===== config.mk =====
export PLATFORM = sky130hd
export DESIGN_NAME = wishbone_master_if
export DESIGN_NICKNAME = d
export VERILOG_FILES = /design/src/rtl/wishbone_master_if.sv
export SDC_FILE = /design/constraint.sdc
export NUM_CORES = 1
export LEC_CHECK = 0
export ABC_CLOCK_PERIOD_IN_PS = 2200
export BUFFER_PORTS_ARGS = -buffer_cell sky130_fd_sc_hd__buf_2
export CAP_MARGIN = 20
export CORE_UTILIZATION = 40
export DETAILED_ROUTE_END_ITERATION = 8
export PLACE_DENSITY_LB_ADDON = 0.05
export SETUP_SLACK_MARGIN = 0.5
export SLEW_MARGIN = 20
export SYNTH_ARGS = -nofsm -noshare
export SYNTH_HDL_FRONTEND = slang
export SYNTH_SLANG_ARGS = --single-unit

===== constraint.sdc =====
create_clock -name clk -period 2.2 [get_ports clk]
set_input_delay 0.44 -clock clk [delete_from_list [all_inputs] [get_ports clk]]
set_output_delay 0.44 -clock clk [all_outputs]
set_load 0.05 [all_outputs]

===== src/rtl/wishbone_master_if.sv =====
// Wishbone classic master bridging the CPU memory port to the bus.
// Optional bus timeout abort is compiled in with `define WB_TIMEOUT_EN.
module wishbone_master_if #(
  parameter int DW             = 32,
  parameter int AW             = 32,
  parameter int STALL_W        = 6,
  parameter int TIMEOUT_CYCLES = 255
) (
  input  logic               clk,
  input  logic               rst_n,
  input  logic [STALL_W-1:0] stall_i,
  input  logic               flush_i,
  input  logic               cpu_ce_i,
  input  logic               cpu_we_i,
  input  logic [AW-1:0]      cpu_addr_i,
  input  logic [DW-1:0]      cpu_data_i,
  input  logic [DW/8-1:0]    cpu_sel_i,
  output logic [DW-1:0]      cpu_data_o,
  output logic               cpu_err_o,
  output logic               stallreq,
  input  logic [DW-1:0]      wishbone_data_i,
  input  logic               wishbone_ack_i,
  input  logic               wishbone_err_i,
  output logic [AW-1:0]      wishbone_addr_o,
  output logic [DW-1:0]      wishbone_data_o,
  output logic               wishbone_we_o,
  output logic [DW/8-1:0]    wishbone_sel_o,
  output logic               wishbone_stb_o,
  output logic               wishbone_cyc_o
);

  typedef enum logic [1:0] {
    IDLE,
    BUSY,
    WAIT_FOR_STALL
  } state_t;

  state_t state_q, state_d;

  logic [AW-1:0]   addr_q, addr_d;
  logic [DW-1:0]   wdat_q, wdat_d;
  logic            we_q, we_d;
  logic [DW/8-1:0] sel_q, sel_d;
  logic            req_q, req_d;
  logic [DW-1:0]   dbuf_q, dbuf_d;
  logic            ebuf_q, ebuf_d;

  logic            tmo;
  logic            stall_c;
  logic [DW-1:0]   data_c;
  logic            err_c;

`ifdef WB_TIMEOUT_EN
  logic [15:0] tcnt_q;

  assign tmo = (state_q == BUSY) &&
               (tcnt_q == 16'(TIMEOUT_CYCLES - 1));

  always_ff @(posedge clk or negedge rst_n) begin
    if (!rst_n) begin
      tcnt_q <= '0;
    end else if (state_q != BUSY) begin
      tcnt_q <= '0;
    end else begin
      tcnt_q <= tcnt_q + 16'd1;
    end
  end
`else
  logic unused_tmo_cfg;

  assign unused_tmo_cfg = (TIMEOUT_CYCLES == 0);
  assign tmo            = 1'b0;
`endif

  always_comb begin
    state_d = state_q;
    addr_d  = addr_q;
    wdat_d  = wdat_q;
    we_d    = we_q;
    sel_d   = sel_q;
    req_d   = req_q;
    dbuf_d  = dbuf_q;
    ebuf_d  = ebuf_q;
    stall_c = 1'b0;
    data_c  = '0;
    err_c   = 1'b0;
    unique case (state_q)
      IDLE: begin
        if (cpu_ce_i && !flush_i) begin
          stall_c = 1'b1;
          addr_d  = cpu_addr_i;
          wdat_d  = cpu_data_i;
          we_d    = cpu_we_i;
          sel_d   = cpu_sel_i;
          req_d   = 1'b1;
          state_d = BUSY;
        end
      end
      BUSY: begin
        if (wishbone_err_i || wishbone_ack_i || tmo) begin
          addr_d  = '0;
          wdat_d  = '0;
          we_d    = 1'b0;
          sel_d   = '0;
          req_d   = 1'b0;
          state_d = (stall_i != '0) ? WAIT_FOR_STALL : IDLE;
          // err beats a simultaneous ack; timeout only without ack
          if (wishbone_err_i || !wishbone_ack_i) begin
            err_c  = 1'b1;
            ebuf_d = 1'b1;
          end else begin
            ebuf_d = 1'b0;
            if (!we_q) begin
              data_c = wishbone_data_i;
              dbuf_d = wishbone_data_i;
            end
          end
        end else if (flush_i) begin
          addr_d  = '0;
          wdat_d  = '0;
          we_d    = 1'b0;
          sel_d   = '0;
          req_d   = 1'b0;
          dbuf_d  = '0;
          ebuf_d  = 1'b0;
          state_d = IDLE;
        end else begin
          stall_c = 1'b1;
        end
      end
      WAIT_FOR_STALL: begin
        data_c = dbuf_q;
        err_c  = ebuf_q;
        if (stall_i == '0) begin
          state_d = IDLE;
        end
      end
      default: begin
        state_d = IDLE;
      end
    endcase
  end

  always_ff @(posedge clk or negedge rst_n) begin
    if (!rst_n) begin
      state_q <= IDLE;
      addr_q  <= '0;
      wdat_q  <= '0;
      we_q    <= 1'b0;
      sel_q   <= '0;
      req_q   <= 1'b0;
      dbuf_q  <= '0;
      ebuf_q  <= 1'b0;
    end else begin
      state_q <= state_d;
      addr_q  <= addr_d;
      wdat_q  <= wdat_d;
      we_q    <= we_d;
      sel_q   <= sel_d;
      req_q   <= req_d;
      dbuf_q  <= dbuf_d;
      ebuf_q  <= ebuf_d;
    end
  end

  // combinational outputs must read 0 while reset is held
  assign stallreq        = rst_n & stall_c;
  assign cpu_data_o      = rst_n ? data_c : '0;
  assign cpu_err_o       = rst_n & err_c;
  assign wishbone_addr_o = addr_q;
  assign wishbone_data_o = wdat_q;
  assign wishbone_we_o   = we_q;
  assign wishbone_sel_o  = sel_q;
  assign wishbone_stb_o  = req_q;
  assign wishbone_cyc_o  = req_q;

endmodule


Yosys cells after proc, flatten, opt, wreduce, memory -nomap -nowiden
Index checks and enable logic that the tools add are counted.

Eq/ne operators: 7. Multiplexer cells: 38. Bitwise operators: 2. Reductions and logical operators: 14.

Operators with widths (number): 32-bit two-way mux (11); 32-bit one-hot mux with 2 select lines (3); 4-bit two-way mux (3); 1-bit two-way mux (10); 2-bit two-way mux (5); 2-bit inequality test, second input constant (4); 1-bit one-hot mux with 2 select lines (4); 4-bit one-hot mux with 2 select lines (1); 6-bit zero test (1); 2-bit one-hot mux with 3 select lines (1); 3-bit AND reduction (2); 6-bit nonzero test (1); 4-bit AND reduction (1); 2-bit nonzero test (2); 3-bit inequality test, second input constant (1); 1-bit bitwise AND (2); 2-bit by 1-bit == test with 1-bit output, second input constant (1); 2-bit == test, second input constant (1); 1-bit zero test (2); 2-bit zero test (1); 1-bit logical OR (2); 2-bit AND reduction (1); 1-bit logical AND (1).

Register bits after elaboration: 105. Input bits: 113. Output and inout bits: 105. Logic and storage cells: 69.

Logic depth before layout (Yosys ltp)
Gate-level depths: netlist (run 1).

Depth after elaboration: 6. Depth in mapped cells: 8. Gate-level depth less buffers: 6.

Least setup slack after synthesis (run 1)
OpenSTA, ideal clock, no wires.

Path kind: reg-to-output. From: reg state_q[1]. To: out stallreq. Arrival: 2.184 ns. Required time: 1.760 ns. Path slack: -0.424 ns. Cell stages (with the launch flop): 7. Path through: dfrtp_1 -> inv_1 -> ha_1 -> buf_6 -> nor3b_4 -> a21oi_1 -> nor3b_1.

Longest elaborated chain between the ends: 3.

Ends and longest elaborated chain: start: declaration (RTL line 38) `state_t state_q, state_d;`; start signal: assignment (RTL line 155) `state_q <= state_d;`; 2-bit by 1-bit == test with 1-bit output / 2-bit zero test (equally long branches) (RTL line 87) `unique case (state_q)`; 1-bit one-hot mux with 2 select lines * (RTL line 87); 1-bit bitwise AND * (RTL line 167) `assign stallreq = rst_n & stall_c;`; end: declaration (RTL line 20) `output logic stallreq,`.

Mark *: on every way between the ends. The rest lies on a longest branch, timed or not.

Worst setup path after layout (run 1)
From: reg state_q[0]. To: out cpu_data_o[3].

Longest elaborated chain between the ends: 3.

Ends and longest elaborated chain: 2-bit == test / 2-bit by 1-bit == test with 1-bit output (equally long branches) (RTL line 87); 32-bit one-hot mux with 2 select lines * (RTL line 87); 32-bit two-way mux * (RTL line 168) `assign cpu_data_o = rst_n ? data_c : '0;`; end: declaration (RTL line 18) `output logic [DW-1:0] cpu_data_o,`.

Marked as above.

==> results of run 1 <==
==> power by group <==
part           switching [uW]  total (uW)  internal [uW]
Sequential                466        3130           2660
Clock                     688        1110            424
Combinational            3920        6750           2830
Total                    5070       11000           5920
==> through the flow <==
stage,setup TNS (ns),setup slack [ns],power [uW]
2_1_floorplan,0,0.126,6860
3_3_place_gp,0,0.0517,7920
3_5_place_dp,0,0.0383,8000
4_1_cts,-4.40,-0.171,10500
5_1_grt,-16.37,-0.268,11500
6_report,-8.42,-0.177,11000
==> routing by layer <==
| layer | GRT usage (%) | vias to the layer above | wire length (um) |
|---|---|---|---|
| met2 | 41.7 | 163 | 7340 |
| met4 | 7.04 | 0 | 208 |
| met1 | 32.1 | 2033 | 5940 |
| met5 | 0 | - | 0 |
| li1 | - | 1799 | - |
| met3 | 4.41 | 17 | 850 |
==> flip-flops by register name, summed over array words and instances, names as in the netlist <==
signal	count
dbuf_q	32
wishbone_addr_o	32
wishbone_we_o	1
wishbone_cyc_o	1
wishbone_sel_o	4
state_q	2
wishbone_data_o	32
ebuf_q	1
==> cell type report <==
| type | count | area [um2] |
|---|---|---|
| Fill cell | 759 | 3190 |
| Sequential cell | 105 | 2630 |
| Timing Repair Buffer | 276 | 2280 |
| Multi-Input combinational cell | 195 | 1960 |
| Tap cell | 136 | 170 |
| Clock buffer | 9 | 124 |
| Clock inverter | 6 | 53.8 |
| Inverter | 3 | 11.3 |
==> final timing paths <==
kind	startpoint	endpoint	slack, ns	cells past startpoint
max in group asynchronous	rst_n	wishbone_data_o[12]	1.41	2
worst min register to register	wishbone_data_o[15]	wishbone_data_o[15]	0.51	1
worst max-delay path	state_q[0]	cpu_data_o[3]	-0.18	8
worst max register to register	state_q[0]	state_q[0]	-0.12	11
min in group clk	cpu_addr_i[22]	wishbone_addr_o[22]	0.29	2
worst min-delay path	rst_n	state_q[0]	0.10	2
==> repair_timing <==
| item | in CTS | in global routing |
|---|---|---|
| resized for setup | 106 | 32 |
| endpoints found under the setup margin | 106 | 139 |
| hold endpoints to repair | 1 | 0 |
| setup buffers | 20 | 6 |
| hold buffers | 1 | 0 |
| pin swaps | 53 | 42 |
| cloned | 10 | 7 |
==> logic make-up (layout without fill, tap and decap cells) <==
family          Yosys count  after routing
compound gates          142            143
fa+ha+maj                 4              4
flops                   105            105
mux                       2              2
buf+inv                  36            294
simple gates             46             46
==> layout by cell type, fill, tap and decap left out, drive strengths merged <==
master / n
a21bo: 1
a21o: 1
a21oi: 1
a22o: 102
a22oi: 34
a32o: 1
buf: 266
bufbuf: 1
clkbuf: 17
clkinv: 1
clkinvlp: 3
dfrtp: 105
dlygate4sd3: 1
ha: 4
inv: 5
mux2: 1
mux2i: 1
nand2: 3
nand2b: 1
nand3b: 1
nor2: 35
nor3: 1
nor3b: 3
nor4: 1
nor4bb: 1
o21ai: 3
==> results.sh, run 1 <==
export IMPL_syn_cell_area_um2=4350
export IMPL_vias_per_cell=5.50
export IMPL_crit_chain="ha_4, nor4bb_4, buf_4, buf_12, buf_16, a22oi_2, nor2_4, buf_8"
export IMPL_insertion_delay_ns=0.36
export IMPL_cpMaxStageDelayCell="dfrtp_1"
export IMPL_routed_wl_um=14300
export IMPL_synth_top_family_by_area="compound AO/OA/AOI/OAI gates"
export IMPL_cp_top_family="buffers and inverters"
export IMPL_cp_start_kind="flop"
export IMPL_ys_seq_elements=105
export IMPL_final_core_util_pct=69.4
export IMPL_drcViolationCount=0
export IMPL_cp_arrival_ns=1.94
export IMPL_ys_seq_area_share_pct=60.4
export IMPL_avgSynthCellArea_um2=13.0
export IMPL_yosys_area_top_type="dfrtp_1"
export IMPL_synth_area_mux_share_pct=0.575
export IMPL_slowest_delay_ns=0.44
export IMPL_maxCapViolCount=0
export IMPL_hold_class="in2async"
export IMPL_final_antenna_net_count=0
export IMPL_die_area_um2=11300
export IMPL_synthTopCellsByArea="dfrtp_1 (60%), a22o_1 (21%), a22oi_1 (5.7%), nor2_1 (3.0%), buf_6 (2.1%)"
export IMPL_fin_area_um2=7230
export IMPL_synth_most_common_cell="dfrtp_1"
export IMPL_cts_sinks=105
export IMPL_diodes=0
export IMPL_cts_buffers=9
export IMPL_pwr_density_cell_nw_per_um2=1520
export IMPL_die_x_um=106
export IMPL_first_pass_iters=4
export IMPL_path_class="reg2out"
export IMPL_avgRoutedWirePerCell_um=19.6
export IMPL_grt_pass1_vias=4093
export IMPL_root_buffer="clkbuf_8"
export IMPL_synth_xor_area_share_pct=0
export IMPL_rsz0062_at_grt="true"
export IMPL_slew_viol_final=0
export IMPL_status="complete, but fails checks"
export IMPL_netlist_instances=335
export IMPL_synthFlopType="dfrtp_1"
export IMPL_grt_pass1_wl_um=21500
export IMPL_layout_drive_gt1_share_pct=60.8
export IMPL_holdWs_ns=0.102
export IMPL_cp_required_ns=1.76
export IMPL_syn_nets=452
export IMPL_gp_congestion=0.753
export IMPL_cts_tree="yes"
export IMPL_violations="setup timing"
export IMPL_fmax_mhz=421
export IMPL_dp_cells=671
export IMPL_die_h_um=106
export IMPL_hold_viol_final=0
export IMPL_synth_compound_area_share_pct=27.9
export IMPL_fin_ws_ns=-0.177
export IMPL_dpl_hpwl_um=8190
export IMPL_place_area_um2=5910
export IMPL_htree_levels=3
export IMPL_grt_max_degree=85
export IMPL_clk_path_buf_depth=2
export IMPL_finalNetCount=707
export IMPL_synth_cell_types=27
export IMPL_yosysTopAreaCellShare_pct=60.4
export IMPL_worst_slew_pin_transition_ns=0.742
export IMPL_crit_buf_inv=4
export IMPL_core_area_um2=10400
export IMPL_grt_usage_pct=24.6
export IMPL_setup_violations=105
export IMPL_slew_headroom_pct=50.5
export IMPL_fin_crit_sh_pct=108
export IMPL_dr_first_iter_drc_count=215
export IMPL_peakVddDrop_v=0.000739
export IMPL_portBuffers=217
export IMPL_clock_skew_ns=0.0108
export IMPL_async_reset_ff_share_pct=100
export IMPL_grt_ovfl_total=0
export IMPL_syn2layout_area_growth_pct=66.1
export IMPL_num_rows=37
export IMPL_synth_edf_count=0
export IMPL_route_vias_total=4012
export IMPL_synth_adder_area_share_pct=1.15
export IMPL_p_leak_uw=0.00359
export IMPL_clkTransAtPathRegs_ns=0.11
export IMPL_antenna_found_initial=0
export IMPL_worstPathMaxFanout=6
export IMPL_layout_cells_non_filler=730
export IMPL_cp_end_kind="output port"
export IMPL_ys_warnings_count=0
export IMPL_min_period_ns=2.38
export IMPL_synthSimpleGateAreaFrac_pct=4.97
export IMPL_initial_core_util_pct=41.8
export IMPL_synth_common_cells="dfrtp_1 (105), a22o_1 (102), nor2_1 (35)"
export IMPL_ios=218
(Power assumes the default switching activity.)
==> run 2, diff against run 1 <==
- ABC_CLOCK_PERIOD_IN_PS: 2200 -> 3000
- SKIP_LAST_GASP: unset -> 1
- clock period: 2.2 -> 3 ns (I/O delays scaled with it)
==> results.sh, run 2 (synthesis results as in run 1) <==
export IMPL_routed_wl_um=12000
export IMPL_slowest_delay_ns=0.40
export IMPL_grt_usage_pct=20.7
export IMPL_finalNetCount=675
export IMPL_min_period_ns=2.56
export IMPL_die_x_um=106
export IMPL_rsz0062_at_grt="true"
export IMPL_fin_crit_sh_pct=85.2
export IMPL_dr_first_iter_drc_count=221
export IMPL_first_pass_iters=5
export IMPL_slew_headroom_pct=38.0
export IMPL_die_h_um=106
export IMPL_grt_pass1_vias=3467
export IMPL_ios=218
export IMPL_fmax_mhz=391
export IMPL_worst_slew_pin_transition_ns=0.927
export IMPL_num_rows=37
export IMPL_cp_arrival_ns=1.96
export IMPL_peakVddDrop_v=0.000594
export IMPL_die_area_um2=11300
export IMPL_setup_violations=0
export IMPL_p_leak_uw=0.00330
export IMPL_clkTransAtPathRegs_ns=0.09
export IMPL_gp_congestion=0.715
export IMPL_hold_class="in2async"
export IMPL_multiInputGateArea_um2=1680
export IMPL_syn2layout_area_growth_pct=45.4
export IMPL_pwr_density_cell_nw_per_um2=1070
export IMPL_final_common_cell="buf_2"
export IMPL_grt_max_degree=71
export IMPL_dpl_hpwl_um=7330
export IMPL_path_class="reg2out"
export IMPL_cts_tree="yes"
export IMPL_cp_required_ns=2.40
export IMPL_antenna_found_initial=0
export IMPL_htree_levels=3
export IMPL_final_antenna_net_count=0
export IMPL_portBuffers=217
export IMPL_crit_chain="inv_2, ha_4, nor4bb_4, buf_4, buf_12, buf_16, a22oi_1, nor2_2, buf_6"
export IMPL_final_cell_mix="buf_2 (182), dfrtp_1 (105), a22o_1 (102)"
export IMPL_avgRoutedWirePerCell_um=17.1
export IMPL_clock_skew_ns=0.0128
export IMPL_initial_core_util_pct=41.8
export IMPL_clk_path_buf_depth=2
export IMPL_status="finished, final reports clean"
export IMPL_cp_end_kind="output port"
export IMPL_slew_viol_final=0
export IMPL_tns_ns=0
export IMPL_worstPathMaxFanout=8
export IMPL_core_area_um2=10400
export IMPL_drcViolationCount=0
export IMPL_grt_pass1_wl_um=18200
export IMPL_layout_drive_gt1_share_pct=55.1
export IMPL_detailedPlace_worstSlack_ns=0.456
export IMPL_route_vias_total=3728
export IMPL_grt_ovfl_total=0
export IMPL_cts_sinks=105
export IMPL_root_buffer="clkbuf_8"
export IMPL_insertion_delay_ns=0.36
export IMPL_vias_per_cell=5.33
export IMPL_cpMaxStageDelayCell="dfrtp_1"
export IMPL_cp_start_kind="flop"
export IMPL_cts_buffers=9
export IMPL_final_fill_count=873
export IMPL_final_core_util_pct=60.7
export IMPL_p_total_uw=6750
export IMPL_register_area_um2=2630
export IMPL_hold_viol_final=0
export IMPL_maxCapViolCount=0
export IMPL_diodes=0
export IMPL_holdWs_ns=0.300
export IMPL_ctsHoldBuffers=0
export IMPL_fin_ws_ns=0.444
[run 2: timing repair]
action | in CTS | in global routing
setup endpoints to repair | 34 | 34
buffers inserted | 7 | 6
cloned | 4 | 2
gates resized for setup | 69 | 14
pin swaps | 7 | 5
[run 2: worst max-delay path, delay by kind of cell, from the launching register on]
family | cells | cell delay, ns
AOI/OAI and AO/OA | 1 | 0.07
adders and majority gates | 1 | 0.14
buffers and inverters | 5 | 0.64
DFF | 1 | 0.40
and+or+nand+nor | 2 | 0.35
[run 2: area by class of cell]
type / count / share of cell area (%)
clock inverters: 7 / 1.13
flip-flops and latches: 105 / 41.5
multi-input cells: 194 / 26.5
well taps: 136 / 2.69
inverters: 3 / 0.178
clock buffers: 9 / 1.96
repair buffers: 245 / 26.0
[run 2: final timing paths]
path	start	cells after the start	slack (ns)	endpoint
min reg2reg	wishbone_data_o[2]	1	0.50	wishbone_data_o[2]
min in group clk	cpu_data_i[24]	2	0.44	wishbone_data_o[24]
max in group asynchronous	rst_n	3	1.46	wishbone_we_o
min	rst_n	2	0.30	wishbone_data_o[17]
max	state_q[1]	9	0.44	cpu_data_o[28]
max reg2reg	state_q[0]	9	0.66	wishbone_data_o[20]
[run 2: metal layers]
| layer | vias to the layer above | track usage, % | wire [um] |
|---|---|---|---|
| met5 | - | 0 | 0 |
| met4 | 0 | 8.23 | 242 |
| met3 | 17 | 4.11 | 796 |
| met2 | 156 | 31.6 | 5640 |
| met1 | 1829 | 28.8 | 5280 |
| li1 | 1726 | - | - |
[run 2: report_power, final]
part | leakage, uW | switching (uW) | internal [uW]
clock | 0.000103 | 478 | 386
sequential | 0.00140 | 300 | 1950
combinational | 0.00179 | 2420 | 1210
[run 2: per-stage QoR]
step / cell area, um2 / std cells
2_1_floorplan: 4440 / 335
3_3_place_gp: 5610 / 664
3_5_place_dp: 5610 / 664
4_1_cts: 6170 / 691
5_1_grt: 6330 / 699
6_report: 6330 / 699
